**config.mk**
```make
export PLATFORM = sky130hd
export DESIGN_NAME = order_book_sequencer
export DESIGN_NICKNAME = d
export VERILOG_FILES = /design/src/rtl/order_book_sequencer.sv
export SDC_FILE = /design/constraint.sdc
export NUM_CORES = 1
export LEC_CHECK = 0
export BUFFER_PORTS_ARGS = -buffer_cell sky130_fd_sc_hd__buf_2
export CAP_MARGIN = 0
export CORE_ASPECT_RATIO = 0.9
export CORE_MARGIN = 8
export CORE_UTILIZATION = 65
export CTS_CLUSTER_SIZE = 8
export DETAILED_ROUTE_END_ITERATION = 12
export PLACE_DENSITY_LB_ADDON = 0.08
export SLEW_MARGIN = 20
export SYNTH_ARGS = -nofsm -noshare
export SYNTH_HDL_FRONTEND = slang
export SYNTH_HIERARCHICAL = 1
export SYNTH_SLANG_ARGS = --single-unit
```
**constraint.sdc**
```tcl
create_clock -name clkIn -period 21.5 [get_ports clkIn]
set_input_delay 2.15 -clock clkIn [delete_from_list [all_inputs] [get_ports clkIn]]
set_output_delay 2.15 -clock clkIn [all_outputs]
set_load 0.05 [all_outputs]
```
**src/rtl/order_book_sequencer.sv**
```systemverilog
// Buffers the add and delete/execute streams and issues single-cycle, gap-spaced updates into order_book.
// Define OB_SEQ_DEL_PRIO_EN for strict delete/execute priority; otherwise arbitration is round-robin.

module order_book_sequencer_fifo #(
  parameter int DEPTH = 8,
  parameter int WIDTH = 81
) (
  input  logic             clk,
  input  logic             rst_n,
  input  logic             push,
  input  logic [WIDTH-1:0] din,
  input  logic             pop,
  output logic [WIDTH-1:0] dout,
  output logic             empty,
  output logic             ready
);
  localparam int AW = (DEPTH > 1) ? $clog2(DEPTH) : 1;

  logic [WIDTH-1:0] mem [DEPTH];
  logic [AW:0]      wr_ptr, rd_ptr, wr_next, rd_next;
  logic             do_push, do_pop, full_next;

  assign do_push = push & ready;
  assign do_pop  = pop & ~empty;
  assign wr_next = wr_ptr + (AW+1)'(do_push);
  assign rd_next = rd_ptr + (AW+1)'(do_pop);
  // The extra MSB separates full (MSBs differ) from empty (pointers equal).
  assign full_next = (wr_next[AW] != rd_next[AW]) && (wr_next[AW-1:0] == rd_next[AW-1:0]);
  assign empty     = (wr_ptr == rd_ptr);
  assign dout      = mem[rd_ptr[AW-1:0]];

  always_ff @(posedge clk) begin
    if (!rst_n) begin
      wr_ptr <= '0;
      rd_ptr <= '0;
      ready  <= 1'b1;
    end else begin
      wr_ptr <= wr_next;
      rd_ptr <= rd_next;
      ready  <= ~full_next;
    end
  end

  always_ff @(posedge clk) begin
    if (do_push) mem[wr_ptr[AW-1:0]] <= din;
  end
endmodule

module order_book_sequencer #(
  parameter int FIFO_DEPTH = 8,
  parameter int GAP_CYCLES = 4
) (
  input  logic        clkIn,
  input  logic        rstNIn,
  input  logic        addValidIn,
  output logic        addReadyOut,
  input  logic [15:0] addLocateIn,
  input  logic [31:0] addPriceIn,
  input  logic [31:0] addSharesIn,
  input  logic        addBuySellIn,
  input  logic        delValidIn,
  output logic        delReadyOut,
  input  logic [15:0] delLocateIn,
  input  logic [31:0] delPriceIn,
  input  logic [31:0] delSharesIn,
  input  logic        delBuySellIn,
  output logic        addValidOut,
  output logic        delExecValidOut,
  output logic [15:0] locateOut,
  output logic [31:0] priceOut,
  output logic [31:0] sharesOut,
  output logic        buySellOut,
  output logic [15:0] mapLocateOut,
  output logic [31:0] mapPriceOut,
  output logic [31:0] mapSharesOut,
  output logic        mapBuySellOut,
  output logic        busyOut
);
  localparam int GW = (GAP_CYCLES > 2) ? $clog2(GAP_CYCLES) : 1;
  localparam logic [GW-1:0] GAP_LOAD = (GAP_CYCLES > 2) ? GW'(GAP_CYCLES - 2) : '0;

  typedef enum logic {IDLE, HOLD} state_t;

  state_t      state;
  logic [GW-1:0] gap_cnt;
  logic        last_del;
  logic [80:0] add_data, del_data;
  logic        add_empty, del_empty;
  logic        issue, grant_del;

  assign issue = (state == IDLE) && !(add_empty && del_empty);

`ifdef OB_SEQ_DEL_PRIO_EN
  assign grant_del = ~del_empty;
`else
  // Contested grants go to the stream that did not win last time.
  assign grant_del = ~del_empty & (add_empty | ~last_del);
`endif

  order_book_sequencer_fifo #(.DEPTH(FIFO_DEPTH), .WIDTH(81)) add_fifo (
    .clk   (clkIn),
    .rst_n (rstNIn),
    .push  (addValidIn),
    .din   ({addLocateIn, addPriceIn, addSharesIn, addBuySellIn}),
    .pop   (issue & ~grant_del),
    .dout  (add_data),
    .empty (add_empty),
    .ready (addReadyOut)
  );

  order_book_sequencer_fifo #(.DEPTH(FIFO_DEPTH), .WIDTH(81)) del_fifo (
    .clk   (clkIn),
    .rst_n (rstNIn),
    .push  (delValidIn),
    .din   ({delLocateIn, delPriceIn, delSharesIn, delBuySellIn}),
    .pop   (issue & grant_del),
    .dout  (del_data),
    .empty (del_empty),
    .ready (delReadyOut)
  );

  assign busyOut = (state == HOLD) | ~add_empty | ~del_empty;

  always_ff @(posedge clkIn) begin
    if (!rstNIn) begin
      state           <= IDLE;
      gap_cnt         <= '0;
      last_del        <= 1'b0;
      addValidOut     <= 1'b0;
      delExecValidOut <= 1'b0;
      locateOut       <= '0;
      priceOut        <= '0;
      sharesOut       <= '0;
      buySellOut      <= 1'b0;
      mapLocateOut    <= '0;
      mapPriceOut     <= '0;
      mapSharesOut    <= '0;
      mapBuySellOut   <= 1'b0;
    end else begin
      addValidOut     <= 1'b0;
      delExecValidOut <= 1'b0;
      case (state)
        IDLE: begin
          if (issue) begin
            if (grant_del) begin
              {mapLocateOut, mapPriceOut, mapSharesOut, mapBuySellOut} <= del_data;
              delExecValidOut <= 1'b1;
              last_del        <= 1'b1;
            end else begin
              {locateOut, priceOut, sharesOut, buySellOut} <= add_data;
              addValidOut <= 1'b1;
              last_del    <= 1'b0;
            end
            // HOLD covers GAP_CYCLES-1 edges so the next IDLE issue is GAP_CYCLES later.
            if (GAP_CYCLES > 1) begin
              state   <= HOLD;
              gap_cnt <= GAP_LOAD;
            end
          end
        end
        HOLD: begin
          if (gap_cnt == '0) state <= IDLE;
          else gap_cnt <= gap_cnt - GW'(1);
        end
        default: state <= IDLE;
      endcase
    end
  end
endmodule

```
Word level (Yosys, flattened, before mapping):

Memories as Yosys holds them, arrays and structs flattened. A register that Yosys moved wholly into a read port is not among the register bits.
Index checks and enable logic that the tools add are counted.

* bits in registers: 24
* latch bits: 0
* RAM bits: 1296
* bits in read-only memories: 0
* input port bits: 166
* memories: 2

* $add $sub $neg: 5
* multipliers: 0
* div/mod/pow operators: 0
* magnitude comparators: 0
* equality and inequality tests: 8
* shift operators: 0
* mux-type cells: 12
* bitwise gates (word level): 19
* reductions and logical operators: 13

Memories
* add_fifo.mem: words 8, width 81, rd ports 1, clocked after memory_dff 1, wr ports 1, RTL line 19 `logic [WIDTH-1:0] mem [DEPTH];`
* del_fifo.mem: words 8, width 81, rd ports 1, clocked after memory_dff 1, wr ports 1, RTL line 19

Operators with widths (number)
* $add A4 B1 Y4: 4
* $not A1 Y1: 9
* $eq A4 B4 Y1: 2
* $mux W1: 8
* $and A1 B1 Y1: 7
* $eq A3 B3 Y1: 2
* $reduce_and A3 Y1: 2
* $logic_and A1 B1 Y1: 4
* $mux W2: 2
* $ne A2 B2 Y1 const B: 2
* $pmux W2 S2: 1
* $reduce_and A2 Y1: 2
* $logic_not A1 Y1: 3
* $or A1 B1 Y1: 3
* $reduce_or A3 Y1: 1
* $logic_not A2 Y1: 1
* $ne A1 B1 Y1: 2
* $pmux W1 S2: 1
* $sub A2 B1 Y2 const B: 1

Logic depth before layout (Yosys ltp):

* depth in word-level cells: 10
* depth in mapped cells: 14
* gate-level depth less buffers: 10

By module:

Netlist, hierarchy kept.

By module, submodules not included
* order_book_sequencer_fifo at del_fifo: times used 1, cells an instance 990, area an instance 25293.0 sq um, seq. area each 19638.8 sq um
* order_book_sequencer_fifo at add_fifo: times used 1, cells an instance 990, area an instance 24801.3 sq um, seq. area each 19638.8 sq um
* order_book_sequencer: times used 1, cells an instance 729, area an instance 6653.9 sq um, seq. area each 3363.2 sq um

Worst setup path after synthesis:

No wires, ideal clock.

* path kind: input -> register
* start: in delValidIn
* end: mem del_fifo.mem[0][0] (enable)
* library setup time: 0.620 ns
* data arrival time: 7.898 ns
* required time: 20.880 ns
* setup slack: 12.982 ns
* stages: 3
* path buffers: 0
* path through: and2_1 -> nand2b_1 -> nor3_1

* longest elaborated chain between the ends: 3

RTL lines
* start: declaration: RTL line 61 `input logic delValidIn,`
* $and A1 B1 Y1: RTL line 23 `assign do_push = push & ready;`
* $mux W1: RTL line 45 `if (do_push) mem[wr_ptr[AW-1:0]] <= din;`
* $mux W1 (not written as such): RTL line 45
* end: declaration: RTL line 19

Every way passes these cells.

Worst setup path in the final report:

* start: reg add_fifo.rd_ptr[1]
* end: out busyOut

* longest elaborated chain between the ends: 4

RTL lines
* start: declaration: RTL line 20 `logic [AW:0] wr_ptr, rd_ptr, wr_next, rd_next;`
* start signal: assignment: RTL line 39 `rd_ptr <= rd_next;`
* $eq A4 B4 Y1: RTL line 29 `assign empty = (wr_ptr == rd_ptr);`
* named net add_empty: RTL line 88 `logic add_empty, del_empty;`
* $not A1 Y1: RTL line 122 `assign busyOut = (state == HOLD) | ~add_empty | ~del_empty;`
* $or A1 B1 Y1 (2 in a row): RTL line 122
* end: declaration: RTL line 77 `output logic busyOut`

The timed path passes the listed nets, and every way through them passes these cells.

==> impl_metrics.yaml <==
routing:
  drt_iter0_drc: 2449
  vias: 27295
  ant_nets: 0
  wl_mm: 119.7
  drt-vias-per-instance: 6.078
  firstDrtPassIters: 7
  avgRoutedWirePerCell_um: 26.66
  drc: 0
setup_path:
  crit_path_max_fanout: 46
  slowest_stage: "dfxtp_4"
  path_cells: "xor2_1 > nor4_1 > nand3b_1 > buf_2"
  worstPathArrival_ps: 3360
  reg2reg_to: "del_fifo/ready"
  slowest_delay_ps: 950
  start_kind: "flop"
  cp-end-kind: "output pin"
  crit_start: "add_fifo/rd_ptr[1]"
  r2r_slack_ps: 17380
  endpoint: "busyOut"
  criticalPathCategory: "reg2out"
  crit_required_ps: 19350
  r2r_start: "add_fifo/rd_ptr[1]"
  reg2reg_depth: 11
clocking:
  cts_tree: "done"
  cts_max_path_buffers: 3
  cts.reportedPaths.clkPinSlew_ps: 50
  cts.sinks: 1482
  ctsHoldBuffers: 0
  postCtsSetupRepairBufs: 0
  numCtsBuffers: 203
  clk_latency_ps: 760
  cts_root_buf: "clkbuf_16"
  htree_num_levels: 4
  post_cts_resized: 0
timing:
  setup_slack_ps: 15990
  setup_viol_count_final: 0
  fin_crit_ps: 5508
  fin_crit_sh_pct: 25.62
  worst_pin_slew_ps: 1129
  rsz0062_at_grt: "false"
  finalSetupTns_ps: 0
  max_freq_ghz: 0.1815
  maxSlewViolCount: 0
  finalHoldViolations: 0
  timing.slew.headroom_pct: 24.75
  fin_worst_skew_ps: 30.10
power:
  switching_share_pct: 25.93
  p_clk_share_pct: 40.3
  leakagePower_nw: 22.00
  cell_internal_pwr_mw: 5.387
  ir_drop_mv: 0.09682
  power_density_nw_per_um2: 111.0
  power_frac_seq_pct: 46.5
  comb_power_share_pct: 13.2
  switching_power_mw: 1.886
layout:
  fin_util_pct: 75.94
  synthToLayoutAreaGrowth_pct: 15.45
  fin_nets: 3324
  fill_cells: 4783
  final_common_cell: "edfxtp_1"
  mostFrequentLayoutCells: "edfxtp_1 (1296), buf_2 (331), nand2_1 (330)"
  drive_gt1_share_pct: 29.51
yosys:
  synth_xor_area_share_pct: 0.3704
  synth_cell_types: 32
  synth_top_family_by_area: "multiplexers"
  ys_ff_latch: 1482
  netlist_area_um2: 56750
  synth-simple-area-share_pct: 2.756
  synth_compound_area_share_pct: 0.07937
  ys_warn_count: 6
  synth.avg_cell_area_um2: 20.95
  synth_fp_nets: 2884
  synth_adder_area_share_pct: 0.1984
  yosysSeqAreaShare_pct: 75.14
  syn_inst: 2709
  synth_mux_area_share_pct: 19.78
global_routing:
  grt_max_degree: 121
  antenna_found_initial: 44
  grt_overflow: 0
  grt_pass1_wl_mm: 179.3
  grt_usage_pct: 24.61
  grt_pass1_vias: 29353
place:
  gp_congestion: 0.7592
  io_buffers: 332
  dpl.hpwl_mm: 65.59
  dp_slack_ps: 16480
die:
  dieHeight_um: 296.3
  initial_core_util_pct: 65.78
  die_x_um: 327.5
  core.rowCount: 102
  io_pins: 333
  core-area_um2: 86270
  die_area_um2: 97030
hold_path:
  holdCritPathClass: "reg2reg"
  min-delay-start: "sharesOut[28]"
run_status:
  status: "completed"
job:
  cap_violations: 0
[registers in the layout (all words and copies together) (netlist names), 16 cells and up]
name / count
add_fifo/mem: 648
del_fifo/mem: 648
mapPriceOut: 32
mapSharesOut: 32
priceOut: 32
sharesOut: 32
locateOut: 16
mapLocateOut: 16
[cell type report]
type | count | area, um^2 | share of cell area [%]
clock inverters | 11 | 201.4 | 0.3075
multi-input cells | 1077 | 13280 | 20.27
inverters | 4 | 15.01 | 0.02292
well taps | 1144 | 1431 | 2.185
diodes | 26 | 65.06 | 0.09931
clock buffers | 366 | 5734 | 8.752
flip-flops and latches | 1482 | 42660 | 65.12
repair buffers | 381 | 2128 | 3.248
[power by group through the flow]
stage                     combinational (mW)  sequential (mW)  clock (mW)
after global placement                 0.945             3.43           0
after global routing                    1.01             3.39        3.10
after detailed placement               0.963             3.44           0
final                                  0.959             3.38        2.93
after floorplan                        0.443             3.68           0
after CTS                              0.968             3.38        2.97
[worst max-delay path, delay by kind of cell (launching register included)]
kind | cells | cell delay, ps
buffers and inverters | 1 | 310
XOR/XNOR | 1 | 170
AND/OR/NAND/NOR | 2 | 1190
flip-flops | 1 | 950
[cells in the mapped netlist (all sizes together)]
| library cell | count | area, um^2 |
|---|---|---|
| edfxtp | 1296 | 38920 |
| dfxtp | 186 | 3724 |
| nand3b | 1 | 7.510 |
| nor2 | 16 | 60.06 |
| mux2 | 162 | 1824 |
| inv | 4 | 15.01 |
| and2 | 15 | 93.84 |
| xor2 | 22 | 192.7 |
| nor3 | 5 | 25.02 |
| nand4 | 2 | 12.51 |
| nand2 | 330 | 1239 |
| or3 | 1 | 6.260 |
| mux2i | 162 | 1622 |
| nand3 | 4 | 20.02 |
| a31oi | 1 | 6.260 |
| mux4 | 324 | 7777 |
| a221oi | 1 | 8.760 |
| clkbuf | 56 | 210.2 |
| ha | 9 | 112.6 |
| buf | 90 | 727.0 |
| nor4 | 3 | 18.77 |
| nor2b | 7 | 43.79 |
| xnor2 | 2 | 17.52 |
| o21ai | 2 | 10.01 |
| a211oi | 1 | 12.51 |
| a21boi | 1 | 7.510 |
| nand2b | 6 | 37.54 |
[per-stage QoR]
stage          hold WS [ps]  total power, mW  area [um^2]  cells
2_1_floorplan         430.8            4.128        56750   2709
3_3_place_gp          438.2            4.373        59430   4085
3_5_place_dp          443.8            4.399        59430   4085
4_1_cts               451.5            7.321        65370   4462
5_1_grt               471.6            7.508        65490   4479
6_report              448.5            7.273        65520   4491
[layer usage]
layer  track usage (%)  vias up  wire length (um)
met4             8.779       20              2903
met3             6.397      222              8730
met5                 0        -               126
li1                  -    11923                 -
met2             40.03      933             59740
met1             32.70    14197             48220
[worst min path at each step]
stage | end | cells after the start
floorplan | gap_cnt[0] | 1
global placement | sharesOut[28] | 2
detailed placement | sharesOut[23] | 2
CTS | sharesOut[23] | 2
global route | priceOut[23] | 2
finish | sharesOut[28] | 2
[cell families (layout without fill, tap and decap cells)]
group	after synthesis	in the layout
AO/OA/AOI/OAI	6	6
XOR/XNOR	24	24
adder cells (fa/ha/maj)	9	9
buffers and inverters	150	762
flip-flops	1482	1482
multiplexers	648	648
other	0	26
AND/OR/NAND/NOR	390	390
Note: power is estimated with default switching activity, not from simulation.
